### src/rtl/bus_pkg.sv
// rtl/bus_pkg.sv - A-bus speed classes, cycle lengths, FSM states and raw speed table
// Optional feature macro: SFC_REFRESH_EN (adds the REFRESH state)
package bus_pkg;

  typedef enum logic [1:0] {
    MEM_FAST  = 2'd0,
    MEM_SLOW  = 2'd1,
    MEM_XSLOW = 2'd2,
    MEM_VAR   = 2'd3
  } mem_speed_type;

  localparam int A_ADDR_CYCLES = 2;
  localparam int A_FAST_LEN    = 6;
  localparam int A_SLOW_LEN    = 8;
  localparam int A_XSLOW_LEN   = 12;
  localparam int A_REFRESH_LEN = 40;

`ifdef SFC_REFRESH_EN
  typedef enum logic [1:0] {
    A_IDLE    = 2'd0,
    A_ADDR    = 2'd1,
    A_STROBE  = 2'd2,
    A_REFRESH = 2'd3
  } a_state_t;
`else
  typedef enum logic [1:0] {
    A_IDLE   = 2'd0,
    A_ADDR   = 2'd1,
    A_STROBE = 2'd2
  } a_state_t;
`endif

  // Raw table: MEM_VAR is left unresolved, memsel is applied by the caller.
  function automatic mem_speed_type a_speed_of(input logic [23:0] addr);
    logic [7:0]  bank;
    logic [15:0] off;
    bank = addr[23:16];
    off  = addr[15:0];
    if (bank[7:6] == 2'b01)      a_speed_of = MEM_SLOW;
    else if (bank[7:6] == 2'b11) a_speed_of = MEM_VAR;
    else if (off < 16'h2000)     a_speed_of = MEM_SLOW;
    else if (off < 16'h4000)     a_speed_of = MEM_FAST;
    else if (off < 16'h4200)     a_speed_of = MEM_XSLOW;
    else if (off < 16'h6000)     a_speed_of = MEM_FAST;
    else if (off < 16'h8000)     a_speed_of = MEM_SLOW;
    else if (bank[7])            a_speed_of = MEM_VAR;
    else                         a_speed_of = MEM_SLOW;
  endfunction

endpackage

### src/rtl/a_bus_speed_decode.sv
// rtl/a_bus_speed_decode.sv - combinational A-bus speed decode with VAR resolved by memsel
module a_bus_speed_decode
  import bus_pkg::*;
(
  input  logic [23:0]   addr,
  input  logic          memsel,
  output mem_speed_type speed
);

  mem_speed_type raw;

  always_comb begin
    raw   = a_speed_of(addr);
    speed = raw;
    if (raw == MEM_VAR) speed = memsel ? MEM_FAST : MEM_SLOW;
  end

endmodule

### src/rtl/a_bus_cycle_ctrl.sv
// rtl/a_bus_cycle_ctrl.sv - A-bus access sequencer: address setup, /RD or /WR strobe, ack
// Optional feature macro: SFC_REFRESH_EN (WRAM refresh stall)
module a_bus_cycle_ctrl
  import bus_pkg::*;
#(
  parameter int ADDR_CYCLES = A_ADDR_CYCLES,
  parameter int FAST_LEN    = A_FAST_LEN,
  parameter int SLOW_LEN    = A_SLOW_LEN,
  parameter int XSLOW_LEN   = A_XSLOW_LEN,
  parameter int REFRESH_LEN = A_REFRESH_LEN
) (
  input  logic        clk,
  input  logic        rst_n,
  input  logic        req_valid,
  output logic        req_ready,
  input  logic [23:0] req_addr,
  input  logic        req_write,
  input  logic [7:0]  req_wdata,
  input  logic        memsel,
  input  logic        refresh_req,
  output logic        ack,
  output logic [7:0]  ack_rdata,
  output logic [23:0] a_addr,
  output logic        a_rd_n,
  output logic        a_wr_n,
  output logic [7:0]  a_wdata,
  output logic        a_data_oe,
  input  logic [7:0]  a_rdata,
  output logic [1:0]  cur_speed,
  output logic        refresh_busy
);

  localparam logic [5:0] ADDR_LAST = 6'(ADDR_CYCLES - 1);

  a_state_t      state_q, state_d;
  logic [5:0]    cnt_q, cnt_d;
  logic [5:0]    last_q, last_d;
  logic [23:0]   addr_q, addr_d;
  logic [7:0]    wdata_q, wdata_d;
  logic          write_q, write_d;
  logic [7:0]    rdata_q, rdata_d;
  mem_speed_type speed_q, speed_d;
  mem_speed_type dec_speed;
  logic [5:0]    dec_last;
  logic          ack_c;
  logic          ready_slot;
  logic          refresh_hold;

  a_bus_speed_decode u_speed_decode (
    .addr   (req_addr),
    .memsel (memsel),
    .speed  (dec_speed)
  );

  always_comb begin
    case (dec_speed)
      MEM_FAST:  dec_last = 6'(FAST_LEN - 1);
      MEM_XSLOW: dec_last = 6'(XSLOW_LEN - 1);
      default:   dec_last = 6'(SLOW_LEN - 1);
    endcase
  end

`ifdef SFC_REFRESH_EN
  localparam logic [5:0] REFRESH_LAST = 6'(REFRESH_LEN - 1);

  logic pend_q, pend_d;

  assign refresh_hold = refresh_req | pend_q;
  assign refresh_busy = (state_q == A_REFRESH);

  // A pulse seen mid-access is parked until the access has acked.
  always_comb begin
    pend_d = pend_q;
    if (refresh_req && (state_q == A_ADDR || state_q == A_STROBE)) pend_d = 1'b1;
    if (ready_slot && refresh_hold) pend_d = 1'b0;
  end

  always_ff @(posedge clk or negedge rst_n) begin
    if (!rst_n) pend_q <= 1'b0;
    else        pend_q <= pend_d;
  end
`else
  localparam int unused_refresh_len = REFRESH_LEN;
  logic unused_refresh_req;
  assign unused_refresh_req = refresh_req;
  assign refresh_hold       = 1'b0;
  assign refresh_busy       = 1'b0;
`endif

  always_comb begin
    state_d    = state_q;
    cnt_d      = cnt_q;
    last_d     = last_q;
    addr_d     = addr_q;
    wdata_d    = wdata_q;
    write_d    = write_q;
    rdata_d    = rdata_q;
    speed_d    = speed_q;
    ack_c      = 1'b0;
    ready_slot = 1'b0;
    req_ready  = 1'b0;
    case (state_q)
      A_IDLE: ready_slot = 1'b1;
      A_ADDR: begin
        cnt_d = cnt_q + 6'd1;
        if (cnt_q == ADDR_LAST) state_d = A_STROBE;
      end
      A_STROBE: begin
        cnt_d = cnt_q + 6'd1;
        // Final strobe clock doubles as the ack clock and an accept slot.
        if (cnt_q == last_q) begin
          ack_c      = 1'b1;
          ready_slot = 1'b1;
          state_d    = A_IDLE;
          if (!write_q) rdata_d = a_rdata;
        end
      end
`ifdef SFC_REFRESH_EN
      A_REFRESH: begin
        cnt_d = cnt_q + 6'd1;
        if (cnt_q == REFRESH_LAST) state_d = A_IDLE;
      end
`endif
      default: state_d = A_IDLE;
    endcase

    if (ready_slot) begin
      if (refresh_hold) begin
`ifdef SFC_REFRESH_EN
        state_d = A_REFRESH;
        cnt_d   = '0;
`endif
      end else begin
        req_ready = 1'b1;
        if (req_valid) begin
          state_d = A_ADDR;
          cnt_d   = '0;
          addr_d  = req_addr;
          wdata_d = req_wdata;
          write_d = req_write;
          speed_d = dec_speed;
          last_d  = dec_last;
        end
      end
    end
  end

  always_ff @(posedge clk or negedge rst_n) begin
    if (!rst_n) begin
      state_q <= A_IDLE;
      cnt_q   <= '0;
      last_q  <= '0;
      addr_q  <= '0;
      wdata_q <= '0;
      write_q <= 1'b0;
      rdata_q <= '0;
      speed_q <= MEM_FAST;
    end else begin
      state_q <= state_d;
      cnt_q   <= cnt_d;
      last_q  <= last_d;
      addr_q  <= addr_d;
      wdata_q <= wdata_d;
      write_q <= write_d;
      rdata_q <= rdata_d;
      speed_q <= speed_d;
    end
  end

  assign ack       = ack_c;
  assign ack_rdata = (ack_c && !write_q) ? a_rdata : rdata_q;
  assign a_addr    = addr_q;
  assign a_wdata   = wdata_q;
  assign a_rd_n    = !((state_q == A_STROBE) && !write_q);
  assign a_wr_n    = !((state_q == A_STROBE) && write_q);
  assign a_data_oe = write_q && ((state_q == A_ADDR) || (state_q == A_STROBE));
  assign cur_speed = speed_q;

endmodule

### config.mk
export PLATFORM = sky130hd
export DESIGN_NAME = a_bus_cycle_ctrl
export DESIGN_NICKNAME = d
export VERILOG_FILES = /design/src/rtl/bus_pkg.sv /design/src/rtl/a_bus_speed_decode.sv /design/src/rtl/a_bus_cycle_ctrl.sv
export SDC_FILE = /design/constraint.sdc
export NUM_CORES = 1
export LEC_CHECK = 0
export ABC_AREA = 0
export BUFFER_PORTS_ARGS = -buffer_cell sky130_fd_sc_hd__buf_4
export CORE_MARGIN = 2
export CORE_UTILIZATION = 44
export DETAILED_ROUTE_END_ITERATION = 8
export GPL_ROUTABILITY_DRIVEN = 0
export HOLD_SLACK_MARGIN = 0.08
export PLACE_DENSITY_LB_ADDON = 0.3
export SYNTH_ARGS = -nofsm -noshare
export SYNTH_HDL_FRONTEND = slang
export SYNTH_SLANG_ARGS = --single-unit
### constraint.sdc
create_clock -name clk -period 2.2 [get_ports clk]
set_input_delay 0.22 -clock clk [delete_from_list [all_inputs] [get_ports clk]]
set_output_delay 0.22 -clock clk [all_outputs]
set_load 0.01 [all_outputs]
==> results.yml, run 1 <==
die:
  die_width_um: 80.20
  io_pins: 94
  die_area_um2: 6432
  coreArea_um2: 5574
  initial_core_util: 0.4584
  rows: 27
  dieHeight_um: 80.20
cells_and_area:
  final_nets: 339
  seq_area_um2: 1376
  nFillCells: 476
  diodes: 0
  syn2layout_area_growth_pct: 35.65
  multiInputGateArea_um2: 1070
  final_cell_mix: "buf_4 (102), dfrtp_1 (55), mux2_2 (33)"
  drive_gt1_frac: 0.5505
  final_common_cell: "buf_4"
  fin_util: 0.6218
power_and_ir_drop:
  seqPwrFrac: 0.394
  ir_drop_v: 0.0007402
  clkPwrFrac: 0.130
  combPwrFrac: 0.476
  swShare: 0.3240
  p_int_mw: 2.805
  powerDensity_nw_per_um2: 1197
  p_sw_mw: 1.345
  total_leakage_power_nw: 1.682
min_path:
  min_from: "req_addr[20]"
  holdCritPathClass: "input port to flip-flop"
drt:
  dr_wl_met2_um: 2346
  wl_met1_um: 2093
  top_layer: "met4"
  dr_wl_met3_um: 319
  via_per_inst: 4.866
  drt_wl_total_um: 4799
  routedWlPerCell_um: 13.37
  antenna_left: 0
  first_iter_violations: 76
  vias: 1747
  drt_drc_violations_left: 0
  drt_first_pass_iters: 4
timing:
  tns_ns: -1.264
  tightestPinTransition_ns: 0.6959
  drv_slew: 0
  setup-violations-final: 8
  skew_ns: 0.004536
  fin_ws_ns: -0.1664
  fin_crit_ns: 2.366
  hold_ws_ns: 0.1330
  rsz0062_at_grt: "yes"
  slew_headroom: 0.5360
  post-route-period-util: 1.076
  fmaxAchievable_mhz: 422.6
  hold_viol: 0
synth:
  syn_inst: 184
  synth_warnings: 0
  syn_area_um2: 2555
  synthDistinctLibCells: 39
  syn_area_per_cell_um2: 13.89
  synth.ff_latch_count: 55
  ys_seq_area_frac: 0.5387
  synth_nets: 236
critical_path:
  critPathLaunchType: "flip-flop"
  crit_start: "cnt_q[0]$_DFF_PN0_"
  end_kind: "primary output"
  crit_fanout: 14
  crit_required_ns: 1.98
  cp.arrival_ns: 2.15
  worst-setup-path-type: "flip-flop to primary output"
  rr_startpoint: "cnt_q[0]$_DFF_PN0_"
clock_network:
  path_clk_slew_ns: 0.09
  cts_buffers: 5
  tritoncts: "done"
  cts_buffer_depth: 2
  h-tree-depth: 2
  clockRootBuffer: "clkbuf_8"
  clkLatencyLatePin_ns: 0.29
  cts.sinks: 55
global_route:
  antenna_found_initial: 0
  overflow: 0
  grt_max_degree: 56
  grt_pass1_vias: 1729
  grt_first_pass_wirelength_um: 8086
  grt.total_usage: 0.1597
placed_design:
  place.port_buffers: 91
  hpwl_um: 3524
status:
  status: "finished with violations"
  violations: "setup timing"
flow_run:
  maxCapViolations: 0
==> cells in the mapped netlist (all sizes together) <==
cell type | n | share of area
a211oi | 2 | 0.0059
a21boi | 1 | 0.0029
a21o | 1 | 0.0029
a21oi | 1 | 0.0020
and2 | 2 | 0.0049
and3 | 1 | 0.0025
buf | 8 | 0.033
clkbuf | 1 | 0.0015
conb | 1 | 0.0015
dfrtp | 55 | 0.54
ha | 6 | 0.029
inv | 7 | 0.010
mux2 | 51 | 0.24
mux2i | 3 | 0.012
nand2 | 7 | 0.010
nand2b | 2 | 0.0049
nand3 | 1 | 0.0020
nand3b | 1 | 0.0029
nand4 | 2 | 0.0049
nor2 | 8 | 0.012
nor2b | 1 | 0.0025
nor3 | 1 | 0.0064
nor4 | 2 | 0.0049
nor4b | 1 | 0.0034
o2111ai | 1 | 0.0034
o211ai | 2 | 0.0059
o21ai | 2 | 0.0039
o31ai | 2 | 0.011
or2 | 1 | 0.0025
or4 | 1 | 0.0029
xnor2 | 5 | 0.017
xor2 | 4 | 0.014
==> power by group through the flow <==
| stage | Clock, mW | Combinational, mW | Sequential (mW) |
|---|---|---|---|
| 5_1_grt | 0.614 | 2.17 | 1.70 |
| 3_5_place_dp | 0 | 2.00 | 1.65 |
| 6_report | 0.540 | 1.97 | 1.63 |
| 3_3_place_gp | 0 | 1.96 | 1.64 |
| 4_1_cts | 0.569 | 2.01 | 1.64 |
| 2_1_floorplan | 0 | 1.01 | 1.80 |
==> logic make-up (layout without fill, tap and decap cells) <==
| group | after synthesis | in the layout | share of synthesized area |
|---|---|---|---|
| flops | 55 | 55 | 0.5387 |
| mux | 54 | 54 | 0.2498 |
| simple gates | 31 | 31 | 0.06661 |
| buf+inv | 16 | 119 | 0.04505 |
| compound gates | 12 | 12 | 0.03820 |
| xor+xnor | 9 | 9 | 0.03085 |
| fa+ha+maj | 6 | 6 | 0.02938 |
| other cells | 1 | 1 | 0.001468 |
==> layout make-up <==
cell class                      instances  area share
Clock buffer                            6     0.02383
Clock inverter                          1    0.001444
Inverter                                7    0.007581
Multi-Input combinational cell        113      0.3087
Sequential cell                        55      0.3971
Tap cell                               72     0.02599
Timing Repair Buffer                  105      0.2354
==> flip-flops by register name (all words and copies together) (netlist names) <==
register / cells
rdata_q: 8
write_q: 1
cnt_q: 6
a_wdata: 8
last_q: 4
state_q: 2
cur_speed: 2
a_addr: 24
==> final timing paths <==
path                                     endpoint  slack, ns  depth (start not counted)
max reg2reg                a_wdata[2]$_DFFE_PN0P_       0.09                          5
min in group asynchronous  rdata_q[1]$_DFFE_PN0P_       0.50                          2
min                        a_addr[20]$_DFFE_PN0P_       0.13                          2
max                                  ack_rdata[0]      -0.17                          6
max in group asynchronous  a_addr[12]$_DFFE_PN0P_       1.23                          2
min reg2reg                a_addr[23]$_DFFE_PN0P_       0.50                          1
==> through the flow <==
stage / instances / instance area, µm² / setup WS, ns / power [mW]
floorplan: 184 / 2555 / 0.02881 / 2.807
global placement: 348 / 3339 / 0.02467 / 3.597
detailed placement: 348 / 3339 / -0.004412 / 3.651
CTS: 358 / 3456 / -0.1948 / 4.218
global route: 359 / 3466 / -0.2547 / 4.481
finish: 359 / 3466 / -0.1664 / 4.149
==> what timing repair did <==
action	4_1_cts	5_1_grt
hold buffers	1	0
gates resized for setup	1	1
endpoints found under the setup margin	24	8
hold endpoints to repair	55	0
pin swaps	0	0
buffers inserted	2	1
==> per-layer routing <==
metal,global-route usage,vias up
li1,-,842
met1,0.2028,841
met2,0.2667,59
met3,0.04831,5
met4,0.04068,0
met5,0,-
==> worst max-delay path: stages, from the launching register on <==
cell and delay (ns):
dfrtp_1 0.38, nor2b_1 0.13, or4_4 0.52, nor3_4 0.17, buf_12 0.17, mux2_2 0.34, buf_4 0.14
Note: power is estimated with default switching activity, not from simulation.
==> inputs of run 2 (changes only) <==
Settings changed: BUFFER_PORTS_ARGS -buffer_cell sky130_fd_sc_hd__buf_4 to unset, CORE_UTILIZATION 44 to 45, DONT_BUFFER_PORTS set to 1.
==> results.yml, run 2 (synthesized netlist as in run 1, its figures left out) <==
status:
  status: "finished with violations"
  violations: "setup timing"
placed_design:
  place.port_buffers: 0
  hpwl_um: 3306
  postPlaceCellArea_um2: 2641
flow_run:
  maxCapViolations: 0
drt:
  drt_drc_violations_left: 0
  via_per_inst: 5.243
  routedWlPerCell_um: 17.43
  antenna_left: 0
  vias: 1704
  first_iter_violations: 61
  drt_wl_total_um: 5665
  drt_first_pass_iters: 4
critical_path:
  crit_required_ns: 2.39
  worst-setup-path-type: "flip-flop to flip-flop"
  r2r-end: "a_addr[11]$_DFFE_PN0P_"
  rr_startpoint: "cnt_q[0]$_DFF_PN0_"
  r2r_slack_ns: -0.17
  crit_fanout: 6
  reg2regPathDepth: 9
  critPathSlowestCell: "or4_4"
  cpPeakStageDelay_ns: 0.49
  critPathMostFrequentCell: "buf_6"
  end_kind: "flip-flop"
  critPathLaunchType: "flip-flop"
  cp.arrival_ns: 2.57
  path_cells: "nor2b_4 > or4_4 > buf_4 > buf_6 > o31ai_4 > buf_6 > buf_6 > clkbuf_16 > mux2_4"
global_route:
  overflow: 0
  antenna_found_initial: 0
  grt_max_degree: 56
  grt_pass1_vias: 1809
  grt_first_pass_wirelength_um: 8293
  grt.total_usage: 0.1716
cells_and_area:
  diodes: 0
  syn2layout_area_growth_pct: 39.23
  fin_util: 0.6460
  largest_reg_flops: 24
  nFillCells: 409
  drive_gt1_frac: 0.3557
  final_common_cell: "dfrtp_1"
  final_nets: 304
  final_cell_mix: "dfrtp_1 (55), dlygate4sd3_1 (42), mux2_4 (26)"
  seq_area_um2: 1376
  design_area_um2: 3557
  multiInputGateArea_um2: 1141
timing:
  setup-violations-final: 57
  hold_viol: 0
  post-route-period-util: 1.079
  drv_slew: 0
  skew_ns: 0.003926
  fin_ws_ns: -0.1742
  rsz0062_at_grt: "yes"
  fmaxAchievable_mhz: 421.2
  fin_crit_ns: 2.374
power_and_ir_drop:
  ir_drop_v: 0.0006566
  powerDensity_nw_per_um2: 1188
  total_leakage_power_nw: 1.589
die:
  dieHeight_um: 79.35
  io_pins: 94
  initial_core_util: 0.4640
  coreArea_um2: 5507
  die_area_um2: 6296
  die_width_um: 79.35
  rows: 27
clock_network:
  clkLatencyLatePin_ns: 0.30
  cts_buffer_depth: 2
  clockRootBuffer: "clkbuf_8"
  h-tree-depth: 2
  cts_buffers: 5
  path_clk_slew_ns: 0.09
  cts.sinks: 55
  tritoncts: "done"
min_path:
  holdCritPathClass: "input port to flip-flop"
  min_path_cells: 3
  min_from: "req_addr[10]"
  min_to: "last_q[3]$_DFFE_PN0P_"
[run 2: where the power goes]
group	total [mW]	internal [mW]	switching (mW)
Combinational	1.68	1.04	0.636
Clock	0.675	0.368	0.307
Sequential	1.87	1.41	0.461
[run 2: per-layer routing]
layer | vias to the layer above | part of all wire | global-route usage | routed length, µm
li1 | 769 | - | - | -
met1 | 856 | 0.38 | 0.1902 | 2153
met2 | 69 | 0.55 | 0.3220 | 3099
met3 | 10 | 0.057 | 0.04318 | 325
met4 | 0 | 0.015 | 0.05000 | 87
met5 | - | 0 | 0 | 0
[run 2: critical path: cells and delay by family (launching register included)]
family,cells,cell delay (ns)
AO/OA/AOI/OAI,1,0.23
flip-flops,1,0.40
multiplexers,1,0.29
AND/OR/NAND/NOR,2,0.62
buffers and inverters,5,0.71
[run 2: worst max-delay path by stage]
stage / start / end / slack (ns) / depth (start not counted)
5_1_grt: cnt_q[0]$_DFF_PN0_ / a_addr[12]$_DFFE_PN0P_ / -0.23 / 9
6_report: cnt_q[0]$_DFF_PN0_ / a_addr[11]$_DFFE_PN0P_ / -0.17 / 9
2_1_floorplan: cnt_q[0]$_DFF_PN0_ / ack_rdata[0] / 0.03 / 6
4_1_cts: cnt_q[0]$_DFF_PN0_ / ack_rdata[5] / -0.19 / 7
3_3_place_gp: cnt_q[0]$_DFF_PN0_ / ack_rdata[5] / 0.06 / 6
3_5_place_dp: cnt_q[0]$_DFF_PN0_ / a_wdata[4]$_DFFE_PN0P_ / 0.006 / 5
[run 2: what timing repair did]
action	CTS	global route
gates resized for setup	15	18
buffers inserted	4	9
endpoints found under the hold margin	96	0
gates cloned	3	4
setup endpoints to repair	13	46
hold buffers	43	0
pin swaps	1	2
[run 2: metrics by stage]
step	total power, mW	setup TNS [ns]	cells	setup slack (ns)	hold WS [ns]
finish	4.227	-5.062	325	-0.1742	0.1790
global route	4.482	-8.730	325	-0.2316	0.1698
CTS	4.006	-3.730	313	-0.1921	0.1644
detailed placement	3.062	0	255	0.006100	-0.07395
global placement	2.963	0	255	0.06300	-0.07394
floorplan	2.807	0	184	0.02881	-0.07559
[run 2: cell type report]
type / count / share of cell area
clock buffers: 6 / 0.02321
clock inverters: 2 / 0.009849
inverters: 7 / 0.007387
multi-input cells: 113 / 0.3208
flip-flops and latches: 55 / 0.3869
well taps: 72 / 0.02533
repair buffers: 70 / 0.2265
==> inputs of run 3 (changes only) <==
Settings changed: ABC_AREA 0 to 1, CAP_MARGIN set to 20.
==> results.yml, run 3 <==
status:
  status: "finished clean"
clock_network:
  cts_buffer_depth: 2
  path_clk_slew_ns: 0.09
  clockRootBuffer: "clkbuf_8"
  clkLatencyLatePin_ns: 0.30
  cts_setup_buffers: 0
  cts.sinks: 55
  h-tree-depth: 2
  cts_buffers: 5
  tritoncts: "done"
timing:
  post-route-period-util: 0.8927
  fin_ws_ns: 0.2360
  hold_viol: 0
  skew_ns: 0.009627
  drv_slew: 0
  fin_crit_ns: 1.964
  setup-violations-final: 0
  fmaxAchievable_mhz: 509.2
  tns_ns: 0
  rsz0062_at_grt: "no"
synth:
  syn_area_per_cell_um2: 8.362
  yosysTopAreaCell: "dfrtp_1"
  synth_top_area_share: 0.5542
  syn_inst: 297
  synth_top_family_by_area: "simple AND/OR/NAND/NOR gates"
  synthDistinctLibCells: 27
  synth_area_leaders: "dfrtp_1 (55%), nand2_1 (24%), ha_1 (3.0%)"
  synth_fa_ha_area_frac: 0.03023
  synth_mux_area_frac: 0
  ys.flop_type: "dfrtp_1"
  ys_top_cells_by_count: "nand2_1 (156), dfrtp_1 (55), nor2_1 (17), nand3_1 (11), inv_1 (10)"
  ys_seq_area_frac: 0.5542
  synth_warnings: 0
  yosys.area_share.xor_xnor: 0.02116
  synth_enable_flop_cells: 0
  synth-compound-area-share: 0.02418
  synth_nets: 349
  syn_area_um2: 2484
  synth.ff_latch_count: 55
  synthArstFlopShare: 1.000
  synthSimpleGateAreaFrac: 0.3149
  yosysMostFrequentCell: "nand2_1"
cells_and_area:
  final_common_cell: "nand2_1"
  nFillCells: 510
  diodes: 0
  seq_area_um2: 1376
  layout.cells.non_filler: 407
  multiInputGateArea_um2: 975.9
  drive_gt1_frac: 0.05672
  largest_reg_flops: 24
  final_cell_mix: "nand2_1 (155), dfrtp_1 (55), dlygate4sd3_1 (37)"
  final_nets: 386
  syn2layout_area_growth_pct: 20.55
drt:
  drt_wl_total_um: 5318
  first_iter_violations: 88
  drt_drc_violations_left: 0
  routedWlPerCell_um: 13.07
  vias: 1940
  drt_first_pass_iters: 4
  antenna_left: 0
  via_per_inst: 4.767
critical_path:
  crit_required_ns: 1.98
  path_cells: "xor2_1 > nor2_1 > nand3_2 > inv_4 > nand2_2 > nand2_1 > nand2_1"
  crit_start: "cnt_q[0]$_DFF_PN0_"
  cp.arrival_ns: 1.74
  r2r_slack_ns: 0.38
  worst-setup-path-type: "flip-flop to primary output"
  crit_fanout: 10
  end_kind: "primary output"
  rr_startpoint: "cnt_q[0]$_DFF_PN0_"
  critPathMostFrequentCell: "nand2_1"
  cpPeakStageDelay_ns: 0.47
  critPathSlowestCell: "dfrtp_1"
  critPathLaunchType: "flip-flop"
  reg2regPathDepth: 8
flow_run:
  maxCapViolations: 0
min_path:
  min_from: "a_rdata[3]"
  holdCritPathClass: "input port to flip-flop"
  min_path_cells: 2
global_route:
  overflow: 0
  grt_first_pass_wirelength_um: 8963
  grt.total_usage: 0.1866
  antenna_found_initial: 0
  grt_max_degree: 56
  grt_pass1_vias: 1951
die:
  io_pins: 94
  dieHeight_um: 78.29
  die_width_um: 78.29
  rows: 27
  coreArea_um2: 5405
  die_area_um2: 6129
  initial_core_util: 0.4595
placed_design:
  place.port_buffers: 0
  place_ws_ns: 0.4013
  place_inst: 361
  hpwl_um: 3278
power_and_ir_drop:
  ir_drop_v: 0.0002829
  total_leakage_power_nw: 1.558
  powerDensity_nw_per_um2: 547.7
==> run 3: cell types whose count changed in the layout (fill, tap and decap cells not counted), sizes merged, moves of 3 or more <==
| cell | change |
|---|---|
| nand3 | +11 |
| mux2 | -51 |
| buf | -23 |
| clkbuf | -3 |
| o21ai | +6 |
| dlygate4sd3 | -5 |
| a21oi | +3 |
| nor2 | +10 |
| xnor2 | -4 |
| nand2 | +151 |
| inv | +7 |
| mux2i | -3 |
==> run 3: where the power goes <==
| part | leakage [nW] | total (mW) | internal [mW] | switching [mW] |
|---|---|---|---|---|
| clock network | 0.0412 | 0.538 | 0.223 | 0.314 |
| registers | 0.712 | 1.01 | 1.01 | 0 |
| logic | 0.804 | 0.0924 | 0.0534 | 0.0390 |
| total | 1.56 | 1.64 | 1.29 | 0.353 |
==> run 3: cell families after synthesis <==
| family | count (synthesis) |
|---|---|
| simple gates | 193 |
| flops | 55 |
| buf+inv | 24 |
| compound gates | 12 |
| xor+xnor | 6 |
| fa+ha+maj | 6 |
| other cells | 1 |
==> run 3: layout make-up <==
class	count	share of cell area
Timing Repair Buffer	39	0.1354
Multi-Input combinational cell	218	0.3260
Clock buffer	6	0.02424
Inverter	15	0.02048
Sequential cell	55	0.4597
Clock inverter	2	0.004179
Tap cell	72	0.03009
==> run 3: critical path, delay by kind of cell (launching register included) <==
family | cells | cell delay, ns
simple gates | 5 | 0.64
buf+inv | 1 | 0.15
flops | 1 | 0.47
xor+xnor | 1 | 0.19
==> run 3: per-stage QoR <==
stage	hold WS, ns	total power, mW	area (µm²)	util
floorplan	-0.07559	1.043	2484	-
global placement	-0.07421	1.043	2506	0.4637
detailed placement	-0.07435	1.044	2506	0.4637
CTS	0.08148	1.662	2989	0.5530
global route	0.08005	1.720	2994	0.5539
finish	0.08733	1.640	2994	0.5539
==> run 3: worst paths after layout <==
check                                    endpoint
max reg2reg                 a_addr[7]$_DFFE_PN0P_
min reg2reg                rdata_q[4]$_DFFE_PN0P_
min in group asynchronous  a_addr[23]$_DFFE_PN0P_
max                                  ack_rdata[2]
max in group asynchronous  a_wdata[6]$_DFFE_PN0P_
min                        rdata_q[3]$_DFFE_PN0P_
==> run 3: repair_timing <==
item / 4_1_cts / 5_1_grt
resized for setup: 0 / 2
endpoints found under the setup margin: 0 / 8
hold buffers: 38 / 0
endpoints found under the hold margin: 91 / 0
==> run 3: metal layers <==
layer  routed length [µm]  global-route usage  up-vias
li1                     -                   -      977
met1                 2362              0.2312      890
met2                 2533              0.3181       67
met3                  373             0.06207        6
met4                   49             0.04211        0
met5                    0                   0        -
